### config.mk
export PLATFORM = sky130hd
export DESIGN_NAME = majority_vote_seq
export DESIGN_NICKNAME = d
export VERILOG_FILES = /design/src/rtl/majority_pkg.sv /design/src/rtl/majoritycir.sv /design/src/rtl/majority_vote_seq.sv
export SDC_FILE = /design/constraint.sdc
export NUM_CORES = 1
export LEC_CHECK = 0
export ABC_AREA = 1
export BUFFER_PORTS_ARGS = -buffer_cell sky130_fd_sc_hd__clkbuf_2
export CAP_MARGIN = 5
export CORE_MARGIN = 5
export CORE_UTILIZATION = 40
export CTS_CLUSTER_DIAMETER = 120
export DETAILED_ROUTE_END_ITERATION = 10
export SLEW_MARGIN = 40
export SYNTH_ARGS = -nofsm -noshare
export SYNTH_HDL_FRONTEND = slang
export SYNTH_HIERARCHICAL = 1
export SYNTH_SLANG_ARGS = --single-unit
export TNS_END_PERCENT = 100
### constraint.sdc
create_clock -name clk -period 2 [get_ports clk]
set_input_delay 0.3 -clock clk [delete_from_list [all_inputs] [get_ports clk]]
set_output_delay 0.3 -clock clk [all_outputs]
set_load 0.05 [all_outputs]
### src/rtl/majority_pkg.sv
// Shared types and constants for the bit-serial TMR voting controller.
package majority_pkg;

    typedef enum logic [1:0] {
        IDLE = 2'd0,
        RUN  = 2'd1,
        DONE = 2'd2
    } state_t;

    // Bit positions of each channel inside the fault flag vector.
    localparam int FAULT_A = 0;
    localparam int FAULT_B = 1;
    localparam int FAULT_C = 2;

endpackage

### src/rtl/majoritycir.sv
// Three-input majority cell: out is high when at least two of the inputs are high.
module majoritycir (
    input  logic [2:0] inp,
    output logic       out
);

    assign out = (inp[2] & inp[1]) | (inp[2] & inp[0]) | (inp[1] & inp[0]);

endmodule

### src/rtl/majority_vote_seq.sv
// Bit-serial triple-modular-redundancy voter: one shared majority cell walks the
// three captured words LSB first and reports voted word plus fault status.
module majority_vote_seq
    import majority_pkg::*;
#(
    parameter  int WIDTH = 8,
    localparam int CW    = $clog2(WIDTH + 1)
) (
    input  logic             clk,
    input  logic             rst,
    input  logic             start,
    input  logic [WIDTH-1:0] ch_a,
    input  logic [WIDTH-1:0] ch_b,
    input  logic [WIDTH-1:0] ch_c,
    output logic             busy,
    output logic             done,
    output logic [WIDTH-1:0] result,
    output logic [WIDTH-1:0] mismatch,
    output logic [CW-1:0]    err_count,
    output logic [2:0]       fault
);

    localparam int            IW       = $clog2(WIDTH);
    localparam logic [IW-1:0] IDX_LAST = IW'(WIDTH - 1);
    localparam logic [IW-1:0] IDX_ONE  = IW'(1);

    state_t           state_r;
    logic [WIDTH-1:0] sa_r, sb_r, sc_r;
    logic [IW-1:0]    idx_r;
    logic [WIDTH-1:0] acc_res_r, acc_mis_r;
    logic [CW-1:0]    acc_cnt_r;
    logic [2:0]       acc_flt_r;

    logic             a_s, b_s, c_s, maj_s, mis_s;
    logic [WIDTH-1:0] res_nxt_s, mis_nxt_s;
    logic [CW-1:0]    cnt_nxt_s;
    logic [2:0]       flt_nxt_s;

    assign a_s = sa_r[0];
    assign b_s = sb_r[0];
    assign c_s = sc_r[0];

    majoritycir u_maj (
        .inp ({a_s, b_s, c_s}),
        .out (maj_s)
    );

    // Accumulator values after folding in the current bit; also feed the outputs on DONE entry.
    always_comb begin
        mis_s              = ~((a_s == b_s) && (b_s == c_s));
        res_nxt_s          = acc_res_r;
        res_nxt_s[idx_r]   = maj_s;
        mis_nxt_s          = acc_mis_r;
        mis_nxt_s[idx_r]   = mis_s;
        cnt_nxt_s          = acc_cnt_r + CW'(mis_s);
        flt_nxt_s          = acc_flt_r;
        flt_nxt_s[FAULT_A] = acc_flt_r[FAULT_A] | (a_s ^ maj_s);
        flt_nxt_s[FAULT_B] = acc_flt_r[FAULT_B] | (b_s ^ maj_s);
        flt_nxt_s[FAULT_C] = acc_flt_r[FAULT_C] | (c_s ^ maj_s);
    end

    // Sequencer: capture on start, vote one bit per cycle, publish results with a done pulse.
    always_ff @(posedge clk) begin
        if (rst) begin
            state_r   <= IDLE;
            sa_r      <= {WIDTH{1'b0}};
            sb_r      <= {WIDTH{1'b0}};
            sc_r      <= {WIDTH{1'b0}};
            idx_r     <= {IW{1'b0}};
            acc_res_r <= {WIDTH{1'b0}};
            acc_mis_r <= {WIDTH{1'b0}};
            acc_cnt_r <= {CW{1'b0}};
            acc_flt_r <= 3'b000;
            busy      <= 1'b0;
            done      <= 1'b0;
            result    <= {WIDTH{1'b0}};
            mismatch  <= {WIDTH{1'b0}};
            err_count <= {CW{1'b0}};
            fault     <= 3'b000;
        end else begin
            case (state_r)
                IDLE: begin
                    done <= 1'b0;
                    if (start) begin
                        sa_r      <= ch_a;
                        sb_r      <= ch_b;
                        sc_r      <= ch_c;
                        idx_r     <= {IW{1'b0}};
                        acc_res_r <= {WIDTH{1'b0}};
                        acc_mis_r <= {WIDTH{1'b0}};
                        acc_cnt_r <= {CW{1'b0}};
                        acc_flt_r <= 3'b000;
                        busy      <= 1'b1;
                        state_r   <= RUN;
                    end else begin
                        busy      <= 1'b0;
                    end
                end
                RUN: begin
                    sa_r      <= {1'b0, sa_r[WIDTH-1:1]};
                    sb_r      <= {1'b0, sb_r[WIDTH-1:1]};
                    sc_r      <= {1'b0, sc_r[WIDTH-1:1]};
                    acc_res_r <= res_nxt_s;
                    acc_mis_r <= mis_nxt_s;
                    acc_cnt_r <= cnt_nxt_s;
                    acc_flt_r <= flt_nxt_s;
                    if (idx_r == IDX_LAST) begin
                        idx_r     <= {IW{1'b0}};
                        state_r   <= DONE;
                        done      <= 1'b1;
                        result    <= res_nxt_s;
                        mismatch  <= mis_nxt_s;
                        err_count <= cnt_nxt_s;
                        fault     <= flt_nxt_s;
                    end else begin
                        idx_r     <= idx_r + IDX_ONE;
                    end
                end
                DONE: begin
                    done    <= 1'b0;
                    busy    <= 1'b0;
                    state_r <= IDLE;
                end
                default: begin
                    done    <= 1'b0;
                    busy    <= 1'b0;
                    state_r <= IDLE;
                end
            endcase
        end
    end

endmodule

Yosys cells after proc, flatten, opt, wreduce, memory -nomap -nowiden --
Cells that the tools add are included.
Cells by class: add/subtract/negate cells 2, $lt $le $gt $ge 2, eq/ne operators 6, multiplexer cells 24, bitwise logic cells 13, reduce and logical (&&, ||, !) cells 8
Operator list (number):
- one-hot mux 8 bit (2 select lines) | 5
- two-way mux 8 bit | 4
- bitwise mux 8 bit | 2
- one-hot mux 3 bit (2 select lines) | 2
- one-hot mux 4 bit (2 select lines) | 1
- two-way mux 3 bit | 2
- AND reduction 2 bit | 3
- OR 1 bit | 5
- adder 4 x 1 -> 4 bit | 1
- < comparator 3 x 4 -> 1 bit, second input constant | 1
- two-way mux 2 bit | 2
- two-way mux 4 bit | 1
- inequality test 2 bit, second input constant | 2
- one-hot mux 2 bit (2 select lines) | 1
- adder 3 x 1 -> 3 bit, second input constant | 1
- bitwise AND 1 bit | 3
- demux 1 bit (select 3 bit) | 1
- == test 3 bit, second input constant | 1
- greater-or-equal comparator 3 x 1 -> 1 bit, second input constant | 1
- bitwise XOR 1 bit | 3
- == test 1 bit | 2
- == test 2 x 1 -> 1 bit, second input constant | 1
- logical AND 1 bit | 2
- logical NOT 2 bit | 1
- other kinds (5) | 7
Storage, ports and cells: flip-flop bits (word level) 77, bits of input ports 27, output and inout bits 25, logic and storage cells 70

Depth between registers and ports, before layout --
Gate-level depths: netlist of the first run.
word-level depth 6, depth in mapped cells 10, mapped depth without buffers 10

Hierarchy --
The synthesis of the first run kept the hierarchy.
By module, submodules not included:
- majority_vote_seq | times used 1, cells each 459, area each 3256.9 µm²
- majoritycir | times used 1, cells each 4, area each 21.3 µm²

Worst setup path before layout of the first run --
No wires, ideal clock.
path type flip-flop to flip-flop, start point register sb_r[0], end point register err_count[2], data arrival time 1.521 ns, data required time 1.930 ns, setup slack 0.408 ns, stages on the path, launching flop included 8, path buffers 0, period minus slack after synthesis 1.592 ns, path through dfxtp_1 > o21ai_0 > nand2_1 > ha_1 > ha_1 > xor2_1 > nand2_1 > a21oi_1
Between the ends: word-level cells in the longest chain between the ends 4
Ends and longest elaborated chain:
- from (decl) | RTL line majority_vote_seq.sv:28 | logic [WIDTH-1:0] sa_r, sb_r, sc_r;
- from (signal assigned) | RTL line majority_vote_seq.sv:67 | sb_r <= {WIDTH{1'b0}};
- from (signal assigned) | RTL line majority_vote_seq.sv:86 | sb_r <= ch_b;
- from (signal assigned) | RTL line majority_vote_seq.sv:101 | sb_r <= {1'b0, sb_r[WIDTH-1:1]};
- == test 1 bit | RTL line majority_vote_seq.sv:50 | mis_s = ~((a_s == b_s) && (b_s == c_s));
- logical AND 1 bit (*) | RTL line majority_vote_seq.sv:50
- NOT 1 bit (*) | RTL line majority_vote_seq.sv:50
- adder 4 x 1 -> 4 bit (*) | RTL line majority_vote_seq.sv:55 | cnt_nxt_s = acc_cnt_r + CW'(mis_s);
- to (signal assigned) | RTL line majority_vote_seq.sv:78 | err_count <= {CW{1'b0}};
- to (signal assigned) | RTL line majority_vote_seq.sv:113 | err_count <= cnt_nxt_s;
- to (decl) | RTL line majority_vote_seq.sv:19 | output logic [CW-1:0] err_count,
Mark *: on every way between the ends. The rest lies on a longest branch, timed or not. A chain may end at the register's enable or synchronous reset.

Worst setup path after layout of the first run --
Same ends and word-level chain as after synthesis.

==> results of run 1 <==
==> worst max-delay path: cells and delay by family, from the launching register on <==
family | cells | cell delay [ns]
compound gates | 2 | 0.45
fa+ha+maj | 2 | 0.44
flops | 1 | 0.37
simple gates | 2 | 0.23
xor+xnor | 1 | 0.20
==> per-stage QoR <==
stage,power (mW),hold WS [ns],instances
finish,3.33,0.188,623
global route,3.49,0.186,623
CTS,3.37,0.180,623
detailed placement,1.96,0.439,607
global placement,1.95,0.434,607
floorplan,1.86,0.379,463
==> logic make-up (layout without fill, tap and decap cells) <==
group / after synthesis / in the layout
AOI/OAI and AO/OA: 78 / 78
xor gates and xnor gates: 2 / 2
adders and majority gates: 4 / 4
buffers and inverters: 70 / 125
DFF: 77 / 77
and+or+nand+nor: 232 / 232
==> worst min-delay path by stage <==
stage / end / slack, ns / start
floorplan: acc_flt_r[0]$_SDFFE_PP0P_ / 0.38 / rst
CTS: sc_r[7]$_SDFFE_PP0P_ / 0.18 / ch_c[7]
global route: sb_r[3]$_SDFFE_PP0P_ / 0.19 / ch_b[3]
global placement: acc_cnt_r[0]$_SDFFE_PP0P_ / 0.43 / acc_cnt_r[0]$_SDFFE_PP0P_
detailed placement: acc_mis_r[3]$_SDFFE_PP0P_ / 0.44 / acc_mis_r[3]$_SDFFE_PP0P_
finish: sa_r[7]$_SDFFE_PP0P_ / 0.19 / ch_a[7]
==> area by class of cell <==
type,instances,area share
Sequential cell,77,0.399
Multi-Input combinational cell,316,0.373
Timing Repair Buffer,60,0.0836
Inverter,49,0.0476
Clock buffer,12,0.0376
Tap cell,105,0.0340
Clock inverter,4,0.0246
==> per-layer routing <==
metal | part of all wire | vias to the layer above
li1 | - | 1573
met1 | 0.47 | 1311
met2 | 0.47 | 57
met3 | 0.046 | 10
met4 | 0.015 | 0
met5 | 0 | -
==> registers in the layout, indices dropped and copies added, names as in the netlist, 4 cells and up <==
name and cells:
acc_cnt_r 4, acc_mis_r 8, acc_res_r 8, err_count 4, mismatch 8, result 8, sa_r 8, sb_r 8
sc_r 8
==> cells in the final DEF (no fill, tap or decap), types with 2 or more instances in the layout <==
cell type,count
sky130_fd_sc_hd__nor2_1,28
sky130_fd_sc_hd__o21a_1,3
sky130_fd_sc_hd__inv_1,46
sky130_fd_sc_hd__buf_4,9
sky130_fd_sc_hd__clkbuf_1,2
sky130_fd_sc_hd__clkbuf_8,10
sky130_fd_sc_hd__nand2_2,2
sky130_fd_sc_hd__xor2_1,2
sky130_fd_sc_hd__o21ai_1,15
sky130_fd_sc_hd__clkbuf_2,51
sky130_fd_sc_hd__nand3_1,34
sky130_fd_sc_hd__a31oi_1,12
sky130_fd_sc_hd__nor3_1,3
sky130_fd_sc_hd__ha_1,4
sky130_fd_sc_hd__inv_2,3
sky130_fd_sc_hd__a21oi_1,10
sky130_fd_sc_hd__o22ai_1,4
sky130_fd_sc_hd__dfxtp_1,77
sky130_fd_sc_hd__nand2_1,159
sky130_fd_sc_hd__o21ai_0,33
sky130_fd_sc_hd__bufinv_16,3
==> power by group through the flow <==
stage / Combinational, mW / Clock [mW] / Sequential [mW]
finish: 0.302 / 1.41 / 1.62
global route: 0.350 / 1.52 / 1.63
CTS: 0.305 / 1.45 / 1.62
detailed placement: 0.304 / 0 / 1.65
global placement: 0.302 / 0 / 1.65
floorplan: 0.212 / 0 / 1.65
==> metrics.txt, run 1 <==
result of the run=complete, no violations; GRT overflow=0; final WL=around 7500 um; launching point of the worst reg2reg path=sb_r[0]$_SDFFE_PP0P_; Commonest cells post-synth=sky130_fd_sc_hd__nand2_1 (159), sky130_fd_sc_hd__dfxtp_1 (77), sky130_fd_sc_hd__inv_1 (46); dominant combinational cell family by area after synthesis=simple AND/OR/NAND/NOR gates; number of search-and-repair iterations in the first detailed-routing pass=4; final HPWL from detailed placement=around 5200 um; fraction of the yosys area taken by sequential cells=0.470; Final Net Count=around 540; CTS tree=done; placeable core area=8090 um2; Layout Area Growth over Synthesis=17.8%; total internal power=between 2 and 3 mW; share of total power in combinational logic=0.091; final hold violations=0; top-level port count=between 50 and 60; Worst Path Arrival=a little over 2 ns; multiplexer area fraction after synthesis=0; peak ir drop on the vdd network=between 0.0004 and 0.0005 V; Final Wtd Congestion=between 0.8 and 0.9; met1 GRT Util=0.202; detailed-route DRC error count=0; Leakage Power=1.89 nW; destination of the critical timing path=err_count[2]$_SDFFE_PP0P_; Die H=101 um; Antenna Nets Post-Route=0; maximum number of pins on one net before global-route repair=27; Tot GR Track Use=0.163; setup-violating endpoint count in the final report=0; time the final worst path needs with I/O delays and setup=roughly 1.8 ns; area fraction of the dominant cell type after synthesis=0.470; Period Utilization, post-route=0.881; most frequently used cell type in the post-synthesis netlist=sky130_fd_sc_hd__nand2_1; type of the tightest min-delay check=primary input to register; achievable frequency=568 MHz; post-synthesis adder-cell area fraction=0.0153; fraction of power consumed by the clock network=0.423; area used by multi-input combinational logic=roughly 1400 um2; worst slew margin relative to its limit=0.710; unrepaired setup endpoints after global routing=false; cell count after synthesis=between 400 and 500; width of the die=between 100 and 150 um; power dissipated by switching net loads=slightly below 0.8 mW; overall via count from detail_route=2951; cts bufs inserted=9; clk sinks=77; fraction of layout cells with a size suffix above 1=0.162; overall die area=roughly 10000 um2; Worst Hold Path Cells=3; busiest grt layer=met2; cell area after placement=about 3600 um2; required time of the critical path=~2.3 ns; met3 routing resource usage after global routing=0.0394; Critical Path Source Type=register; post-CTS setup buffers=0; detail-routed via count per cell=approximately 4.7; xor/xnor cell area share of the yosys netlist=0.00534; biggest area contributors in the synthesized netlist=sky130_fd_sc_hd__dfxtp_1 (47%), sky130_fd_sc_hd__nand2_1 (18%), sky130_fd_sc_hd__inv_1 (5.3%); count of warnings emitted by yosys=6; drt wl/cell=between 10 and 15 um; Layout fillers=between 800 and 900; setup slack at placement=between 0.2 and 0.3 ns; starting density of the core=0.405; flip-flop and latch count after synthesis=77; vias in the first global route=2890; biggest cell delay along the critical path=about 0.37 ns; largest area contributor in the synthesized netlist=sky130_fd_sc_hd__dfxtp_1; Primary FF master, synth=sky130_fd_sc_hd__dfxtp_1; slew at the pin closest to its max-slew limit=approximately 0.43 ns; power density relative to cell area=~860 nW/um2; worst-path cell with the longest stage delay=sky130_fd_sc_hd__dfxtp_1; utilization of the core after routing=0.477; Gates resized, CTS repair=0; initial antenna violation count=0; Clock Path Buffers=2; buffer cell driving the clock tree root=sky130_fd_sc_hd__clkbuf_8; count of cell types in the netlist=28; Rows=33; critical path startpoint=sb_r[0]$_SDFFE_PP0P_; Sequential cell area=1540 um2; Worst Setup End Kind=register; Worst R2R Setup Slack=around 0.24 ns; number of pins exceeding their max-slew limit in the final report=0; logic depth of the worst register-to-register path=7; post-route cell area=about 3900 um2; part of the total power dissipated in sequential elements=0.486; synthesized-area fraction occupied by and/or/nand/nor cells=0.290; cell area after synthesis=around 3300 um2; crit path setup slack, layout=0.238 ns; count of flip-flops with a built-in enable after synthesis=0; total nets after synthesis=494; first-pass GRT wire length=~13000 um; area fraction in compound gates after synthesis=0.129; per-instance average area after synthesis=7.08 um2; end of the worst register-to-register path=err_count[2]$_SDFFE_PP0P_; net switching share of the total power=0.233; Worst Setup Path Type=register to register; clock slew at the register clock pins of the worst setup and hold paths=0.07 ns; hold-fix buffer count after cts=0; final clock skew=roughly 0.0087 ns; met2 capacity usage during global routing=0.276; reported max-cap violation count=0; starting DRC count in detailed routing=103; post-synthesis async set-or-reset flop share=0; Clock Latency Late Sink=0.35 ns; cell chain of the critical path=o21ai_0 -> nand2_1 -> ha_1 -> ha_1 -> xor2_1 -> nand2_1 -> a21oi_1; Setup Total Neg Slack=0 ns; H-tree depth=3; Port Buffer Count=51; Worst Path Max Fanout=7; diodes inserted=0
No activity file was read; power rests on OpenSTA's default activity.
==> run 2: changes to the inputs <==
Settings changed: ABC_AREA 1 to default, GPL_ROUTABILITY_DRIVEN from default to 0.
Clock period 2 ns to 1.85 ns, I/O delays scaled along.
==> run 2 against run 1 <==
Worst setup slack got worse by 0.076 ns. Global-route usage decreased by 0.78 points. First-iteration DRC count increased by 8.7%. Critical path depth decreased by 1. Register-to-register slack got worse by 0.08 ns. Synthesized area increased by 5.5%. Critical path type unchanged.
==> metrics.txt, run 2 <==
starting DRC count in detailed routing=112 (+8.7%); Rows=34 (+3.0%); power dissipated by switching net loads=0.892 mW (+15%); vias in the first global route=2781 (-3.8%); Tot GR Track Use=0.155 (-0.00782); fraction of layout cells with a size suffix above 1=0.245 (+0.0825); logic depth of the worst register-to-register path=6 (-1); slew at the pin closest to its max-slew limit=0.471 ns (+0.0367 ns); Clock Path Buffers=2 (unchanged); setup slack at placement=0.171 ns (-0.0903 ns); number of search-and-repair iterations in the first detailed-routing pass=4 (unchanged); H-tree depth=3 (unchanged); drt wl/cell=14.8 um (+22%); peak ir drop on the vdd network=0.000500 V (+4.5%); cell chain of the critical path=and3_1 -> nor2_1 -> ha_1 -> ha_1 -> nor2b_1 -> a22o_1; biggest area contributors in the synthesized netlist=sky130_fd_sc_hd__dfxtp_1 (45%), sky130_fd_sc_hd__a211oi_1 (6.3%), sky130_fd_sc_hd__nor2_1 (4.9%); Placed Instances=517 (-15%); total internal power=2.82 mW (+10%); unrepaired setup endpoints after global routing=false; overall die area=10600 um2 (+5.0%); crit path setup slack, layout=0.162 ns (-0.0761 ns); critical path startpoint=sb_r[0]$_SDFFE_PP0P_; Worst Setup End Kind=register; top-level port count=52 (unchanged); launching point of the worst reg2reg path=sb_r[0]$_SDFFE_PP0P_; Period Utilization, post-route=0.912 (+0.0315); most common cell after layout, fill and taps aside=sky130_fd_sc_hd__dfxtp_1; buffer and inverter count on the worst path=0 (unchanged); power density relative to cell area=917 nW/um2 (+6.4%); cell class contributing the biggest share of worst-path delay=simple AND/OR/NAND/NOR gates; cell area after placement=3800 um2 (+4.9%); final hold violations=0 (unchanged); fraction of power consumed by the clock network=0.419 (-0.004); initial antenna violation count=0 (unchanged); destination of the critical timing path=acc_cnt_r[2]$_SDFFE_PP0P_; maximum number of pins on one net before global-route repair=30 (+11%); Clock Latency Late Sink=0.35 ns (about the same); first-pass GRT wire length=13000 um (-0.89%); count of placed standard cells in the final layout, fillers left out=533 (-14%); placeable core area=8590 um2 (+6.2%); required time of the critical path=2.09 ns (-0.18 ns); setup-violating endpoint count in the final report=0 (unchanged); count of cell types in the netlist=45 (+61%); end of the worst register-to-register path=acc_cnt_r[2]$_SDFFE_PP0P_; Worst Path Max Fanout=5 (-2); Worst Setup Path Type=register to register; flip-flop and latch count after synthesis=77 (unchanged); hold-fix buffer count after cts=0 (unchanged); diodes inserted=0 (unchanged); Antenna Nets Post-Route=0 (unchanged); detailed-route DRC error count=0 (unchanged); Worst R2R Setup Slack=0.16 ns (-0.08 ns); Worst Path Arrival=1.93 ns (-0.10 ns); buffer cell driving the clock tree root=sky130_fd_sc_hd__clkbuf_8; biggest cell delay along the critical path=0.42 ns (+0.05 ns); post-route cell area=4050 um2 (+4.8%); most frequently used cell type in the post-synthesis netlist=sky130_fd_sc_hd__dfxtp_1; Die H=103 um (+2.5%); net switching share of the total power=0.240 (+0.00716); commonest cells after routing, fill and taps aside=sky130_fd_sc_hd__dfxtp_1 (77), sky130_fd_sc_hd__clkbuf_2 (51), sky130_fd_sc_hd__nor2_1 (45); clk sinks=77 (unchanged); overall via count from detail_route=2889 (-2.1%); worst slew margin relative to its limit=0.685 (-0.0248); Leakage Power=1.69 nW (-10%); CTS tree=done; count of flip-flops with a built-in enable after synthesis=0 (unchanged); Primary FF master, synth=sky130_fd_sc_hd__dfxtp_1; Port Buffer Count=51 (unchanged); Critical Path Source Type=register; Final Net Count=451 (-17%); count of warnings emitted by yosys=6 (unchanged); final clock skew=0.0105 ns (+0.00184 ns); result of the run=complete, no violations; Commonest cells post-synth=sky130_fd_sc_hd__dfxtp_1 (77), sky130_fd_sc_hd__nor2_1 (45), sky130_fd_sc_hd__a211oi_1 (29), sky130_fd_sc_hd__a21oi_1 (29), sky130_fd_sc_hd__nor3_1 (26); cell count after synthesis=373 (-19%); Layout Area Growth over Synthesis=17.0%; final HPWL from detailed placement=5370 um (+2.5%); GRT overflow=0 (unchanged); starting density of the core=0.403 (-0.00248); final WL=7890 um (+4.7%); width of the die=103 um (+2.5%); cts bufs inserted=9 (unchanged); type of the tightest min-delay check=primary input to register; number of gates on the worst path with buffers counted=6 (-1); number of pins exceeding their max-slew limit in the final report=0 (unchanged); clock slew at the register clock pins of the worst setup and hold paths=0.08 ns (about the same); achievable frequency=592 MHz (+4.4%); Gates resized, CTS repair=0 (unchanged); part of the total power dissipated in sequential elements=0.473 (-0.013); largest area contributor in the synthesized netlist=sky130_fd_sc_hd__dfxtp_1; reported max-cap violation count=0 (unchanged); detail-routed via count per cell=5.42 (+14%); total nets after synthesis=404 (-18%); post-CTS setup buffers=0 (unchanged); worst-path cell with the longest stage delay=sky130_fd_sc_hd__dfxtp_1; post-synthesis async set-or-reset flop share=0 (unchanged); CP most frequent cell=sky130_fd_sc_hd__ha_1; Setup Total Neg Slack=0 ns (unchanged); fraction of the yosys area taken by sequential cells=0.446 (-0.0247); area fraction of the dominant cell type after synthesis=0.446 (-0.0247); per-instance average area after synthesis=9.27 um2 (+31%); utilization of the core after routing=0.471 (-0.00624); cell area after synthesis=3460 um2 (+5.5%); time the final worst path needs with I/O delays and setup=1.69 ns (-0.0739 ns); share of total power in combinational logic=0.108 (+0.017)
run 2: cell count changes in the layout (fill, tap and decap cells not counted), sizes merged, moves of 11 or more:
cell / change
nor2: +16
nand3: -33
inv: -48
a31oi: -11
nor3: +25
o21ai: -49
nand2b: +11
a21oi: +19
a211oi: +29
a22o: +13
nand2: -142
run 2: final cells by class:
| type | instances | area (um2) |
|---|---|---|
| fill | 857 | 4550 |
| sequential | 77 | 1540 |
| clock buffer | 10 | 138 |
| multi-input combinational | 263 | 1730 |
| clock inverter | 6 | 109 |
| tap | 108 | 135 |
| timing repair buffer | 69 | 390 |
run 2: per-layer routing:
layer / global-route usage / vias to the layer above / part of all wire
met4: 0.0568 / 0 / 0.0099
met3: 0.0325 / 8 / 0.041
met2: 0.253 / 56 / 0.47
li1: - / 1452 / -
met5: 0 / - / 0
met1: 0.202 / 1373 / 0.48
run 2: per-stage QoR:
stage	power [mW]	hold slack, ns
after floorplan	2.09	0.419
after global placement	2.19	0.446
after detailed placement	2.20	0.450
after CTS	3.76	0.124
after global routing	3.88	0.128
final	3.71	0.145
run 2: power groups by stage:
| stage | Combinational (mW) | Sequential (mW) | Clock (mW) |
|---|---|---|---|
| after floorplan | 0.304 | 1.79 | 0 |
| after global placement | 0.401 | 1.79 | 0 |
| after detailed placement | 0.405 | 1.79 | 0 |
| after CTS | 0.407 | 1.75 | 1.59 |
| after global routing | 0.449 | 1.76 | 1.67 |
| final | 0.402 | 1.75 | 1.55 |
run 2: cells by family after synthesis:
| family | count (synthesis) | synth area share |
|---|---|---|
| adder cells (fa/ha/maj) | 5 | 0.0177 |
| flip-flops | 77 | 0.446 |
| AND/OR/NAND/NOR | 141 | 0.221 |
| buffers and inverters | 33 | 0.0535 |
| XOR/XNOR | 5 | 0.0127 |
| AO/OA/AOI/OAI | 112 | 0.249 |
run 2: worst min path at each step:
stage          cells after the start                        end  slack (ns)                 startpoint
6_report                           3       sb_r[3]$_SDFFE_PP0P_        0.14                    ch_b[3]
5_1_grt                            3       sb_r[3]$_SDFFE_PP0P_        0.13                    ch_b[3]
4_1_cts                            3       sb_r[3]$_SDFFE_PP0P_        0.12                    ch_b[3]
3_5_place_dp                       2  err_count[1]$_SDFFE_PP0P_        0.45  err_count[1]$_SDFFE_PP0P_
3_3_place_gp                       1  acc_res_r[5]$_SDFFE_PP0P_        0.45  acc_res_r[5]$_SDFFE_PP0P_
2_1_floorplan                      2       sb_r[0]$_SDFFE_PP0P_        0.42                    ch_b[0]
run 2: worst reg2reg max path, cell delays in order (launching register included):
cell and delay, ns:
sky130_fd_sc_hd__dfxtp_1 0.42, sky130_fd_sc_hd__and3_1 0.29, sky130_fd_sc_hd__nor2_1 0.08, sky130_fd_sc_hd__ha_1 0.21, sky130_fd_sc_hd__ha_1 0.22, sky130_fd_sc_hd__nor2b_1 0.14, sky130_fd_sc_hd__a22o_1 0.23
==> run 3: changes to the inputs <==
Settings changed: SYNTH_HIERARCHICAL 1 to default.
==> run 3 against run 2 <==
Die area decreased by 3.2%. Critical path depth unchanged. Clock skew decreased by 0.0024 ns. Sequential power about the same. First-iteration DRC count decreased by 31%. Cell count decreased by 5.8%. Register-to-register slack got worse by 0.06 ns. Critical endpoint unchanged.
==> metrics.txt, run 3 <==
number of pins exceeding their max-slew limit in the final report=0 (unchanged); maximum number of pins on one net before global-route repair=37 (+23%); width of the die=101 um (-1.6%); total internal power=2.71 mW (-3.7%); post-synthesis adder-cell area fraction=0.0225 (+0.00478); detail-routed via count per cell=5.30 (-2.1%); overall die area=10300 um2 (-3.2%); biggest area contributors in the synthesized netlist=sky130_fd_sc_hd__dfxtp_1 (46%), sky130_fd_sc_hd__mux2i_1 (5.4%), sky130_fd_sc_hd__a22o_1 (5.0%); Fin Hold WS=0.179 ns (+0.0343 ns); Commonest cells post-synth=sky130_fd_sc_hd__dfxtp_1 (77), sky130_fd_sc_hd__nand2_1 (35), sky130_fd_sc_hd__nor2_1 (30); worst-path cell with the longest stage delay=sky130_fd_sc_hd__dfxtp_2; H-tree depth=3 (unchanged); fraction of power consumed by the clock network=0.397 (-0.022); reported max-cap violation count=0 (unchanged); area used by multi-input combinational logic=1610 um2 (-7.1%); total nets after synthesis=377 (-6.7%); overall via count from detail_route=2663 (-7.8%); post-synthesis async set-or-reset flop share=0 (unchanged); Tot GR Track Use=0.152 (-0.00275); most frequently used cell type in the post-synthesis netlist=sky130_fd_sc_hd__dfxtp_1; Period Utilization, post-route=0.946 (+0.0335); peak ir drop on the vdd network=0.000458 V (-8.3%); power dissipated by switching net loads=0.841 mW (-5.7%); detailed-route DRC error count=0 (unchanged); Setup Total Neg Slack=0 ns (unchanged); Leakage Power=1.59 nW (-5.9%); slew at the pin closest to its max-slew limit=0.475 ns (+0.00444 ns); Worst Path Arrival=2.02 ns (+0.09 ns); count of placed standard cells in the final layout, fillers left out=502 (-5.8%); final HPWL from detailed placement=5130 um (-4.5%); xor/xnor cell area share of the yosys netlist=0.00788 (-0.00478); required time of the critical path=2.12 ns (+0.03 ns); unrepaired setup endpoints after global routing=false; starting DRC count in detailed routing=77 (-31%); CTS tree=done; clk sinks=77 (unchanged); worst slew margin relative to its limit=0.683 (-0.00250); Worst Path Max Fanout=3 (-2); drt wl/cell=14.8 um (+0.26%); diodes inserted=0 (unchanged); count of flip-flops with a built-in enable after synthesis=0 (unchanged); top-level port count=52 (unchanged); post-CTS setup buffers=0 (unchanged); largest area contributor in the synthesized netlist=sky130_fd_sc_hd__dfxtp_1; area fraction of the dominant cell type after synthesis=0.462 (+0.0165); net switching share of the total power=0.236 (-0.00390); Final Net Count=425 (-5.8%); clock slew at the register clock pins of the worst setup and hold paths=0.08 ns (about the same); count of warnings emitted by yosys=0 (-6); number of search-and-repair iterations in the first detailed-routing pass=4 (unchanged); most common cell after layout, fill and taps aside=sky130_fd_sc_hd__dfxtp_1; GRT overflow=0 (unchanged); Antenna Nets Post-Route=0 (unchanged); dominant combinational cell family by area after synthesis=compound AO/OA/AOI/OAI gates; power density relative to cell area=905 nW/um2 (-1.4%); initial antenna violation count=0 (unchanged); part of the total power dissipated in sequential elements=0.491 (+0.018); CP most frequent cell=sky130_fd_sc_hd__ha_1; cts bufs inserted=9 (unchanged); Critical Path Source Type=register; multiplexer area fraction after synthesis=0.0540 (+0.0540); Placed Instances=486 (-6.0%); Primary FF master, synth=sky130_fd_sc_hd__dfxtp_1; flip-flop and latch count after synthesis=77 (unchanged); post-route cell area=3930 um2 (-2.9%); cell chain of the critical path=ha_1 -> or2_2 -> ha_1 -> ha_2 -> o211a_1 -> nor3_1; Clock Latency Late Sink=0.34 ns (about the same); Rows=33 (-2.9%); total power consumption of the routed design=3.56 mW (-4.2%); achievable frequency=571 MHz (-3.5%); commonest cells after routing, fill and taps aside=sky130_fd_sc_hd__dfxtp_1 (76), sky130_fd_sc_hd__clkbuf_2 (51), sky130_fd_sc_hd__nand2_1 (35); Die H=101 um (-1.6%); cell count after synthesis=344 (-7.8%); Layout Area Growth over Synthesis=17.8%; type of the tightest min-delay check=primary input to register; final hold violations=0 (unchanged); buffer cell driving the clock tree root=sky130_fd_sc_hd__clkbuf_8; per-instance average area after synthesis=9.70 um2 (+4.5%); final clock skew=0.00805 ns (-0.00245 ns); cell area after placement=3700 um2 (-2.6%); time the final worst path needs with I/O delays and setup=1.75 ns (+0.0620 ns); count of cell types in the netlist=44 (-2.2%); share of total power in combinational logic=0.111 (+0.003); result of the run=complete, no violations; fraction of layout cells with a size suffix above 1=0.262 (+0.0173); placeable core area=8180 um2 (-4.9%); Layout fillers=793 (-7.5%); Worst Setup End Kind=register; biggest cell delay along the critical path=0.33 ns (-0.09 ns); starting density of the core=0.408 (+0.00543); synthesized-area fraction occupied by and/or/nand/nor cells=0.168 (-0.0537); cell area after synthesis=3340 um2 (-3.6%); Clock Path Buffers=2 (unchanged); Sequential cell area=1540 um2 (about the same); final WL=7450 um (-5.6%); vias in the first global route=2626 (-5.6%); Port Buffer Count=51 (unchanged); area fraction in compound gates after synthesis=0.228 (-0.0208); first-pass GRT wire length=12400 um (-5.2%); fraction of the yosys area taken by sequential cells=0.462 (+0.0165); Worst Setup Path Type=register to register; setup-violating endpoint count in the final report=0 (unchanged)
[run 3: changes by cell type after synthesis, sizes merged, moves of 6 or more]
| cell | before | now |
|---|---|---|
| nor3 | 28 | 4 |
| nor2 | 46 | 30 |
| a311oi | 0 | 15 |
| nand2b | 11 | 18 |
| o22ai | 9 | 25 |
| o21bai | 9 | 1 |
| a22o | 13 | 19 |
| a211oi | 29 | 5 |
| or3b | 10 | 1 |
| mux2i | 0 | 18 |
| nand2 | 20 | 35 |
| a21oi | 29 | 12 |
[run 3: area by class of cell]
class                   instances  area share
clock inverters                 4      0.0178
multi-input cells             231       0.409
well taps                     105      0.0334
clock buffers                  12      0.0395
repair buffers                 70       0.104
flip-flops and latches         77       0.393
inverters                       3     0.00287
[run 3: through the flow]
| step | setup WS, ns | utilization |
|---|---|---|
| after global placement | 0.140 | 0.453 |
| after CTS | 0.0834 | 0.480 |
| final | 0.100 | 0.481 |
| after detailed placement | 0.0932 | 0.453 |
| after floorplan | 0.0104 | - |
| after global routing | 0.0134 | 0.481 |
[run 3: worst paths after layout]
kind	start	endpoint	slack (ns)	cells after the start
worst min-delay path	ch_b[3]	sb_r[3]$_SDFFE_PP0P_	0.18	3
worst max register to register	sb_r[0]$_SDFFE_PP0P_	acc_cnt_r[2]$_SDFFE_PP0P_	0.10	6
worst max-delay path	sb_r[0]$_SDFFE_PP0P_	acc_cnt_r[2]$_SDFFE_PP0P_	0.10	6
worst min register to register	sa_r[6]$_SDFFE_PP0P_	sa_r[6]$_SDFFE_PP0P_	0.46	2
[run 3: timing repair]
| item | in CTS | in global routing |
|---|---|---|
| endpoints found under the setup margin | 0 | 1 |
| gates resized for setup | 0 | 1 |
| hold buffers | 0 | 0 |
| hold endpoints to repair | 0 | 0 |
[run 3: per-layer routing]
layer | GRT usage | vias to the layer above | wire length, um
met1 | 0.188 | 1256 | 3490
li1 | - | 1344 | -
met4 | 0.0573 | 0 | 74
met2 | 0.240 | 57 | 3500
met5 | 0 | - | 0
met3 | 0.0599 | 6 | 383
[run 3: cells by family (layout without fill, tap and decap cells)]
family | count (synthesis) | count (layout)
AND/OR/NAND/NOR | 107 | 107
multiplexers | 18 | 18
XOR/XNOR | 3 | 3
flip-flops | 77 | 77
adder cells (fa/ha/maj) | 6 | 6
AO/OA/AOI/OAI | 97 | 97
buffers and inverters | 36 | 89
[run 3: power by group through the flow]
stage / clock [mW] / sequential [mW] / combinational [mW]
2_1_floorplan: 0 / 1.78 / 0.276
3_3_place_gp: 0 / 1.78 / 0.395
3_5_place_dp: 0 / 1.78 / 0.400
4_1_cts: 1.46 / 1.74 / 0.401
5_1_grt: 1.53 / 1.75 / 0.441
6_report: 1.41 / 1.75 / 0.396
[run 3: worst max-delay path, delay by kind of cell, from the launching register on]
kind	cells	cell delay, ns
flops	1	0.33
fa+ha+maj	3	0.69
compound gates	1	0.22
simple gates	2	0.45
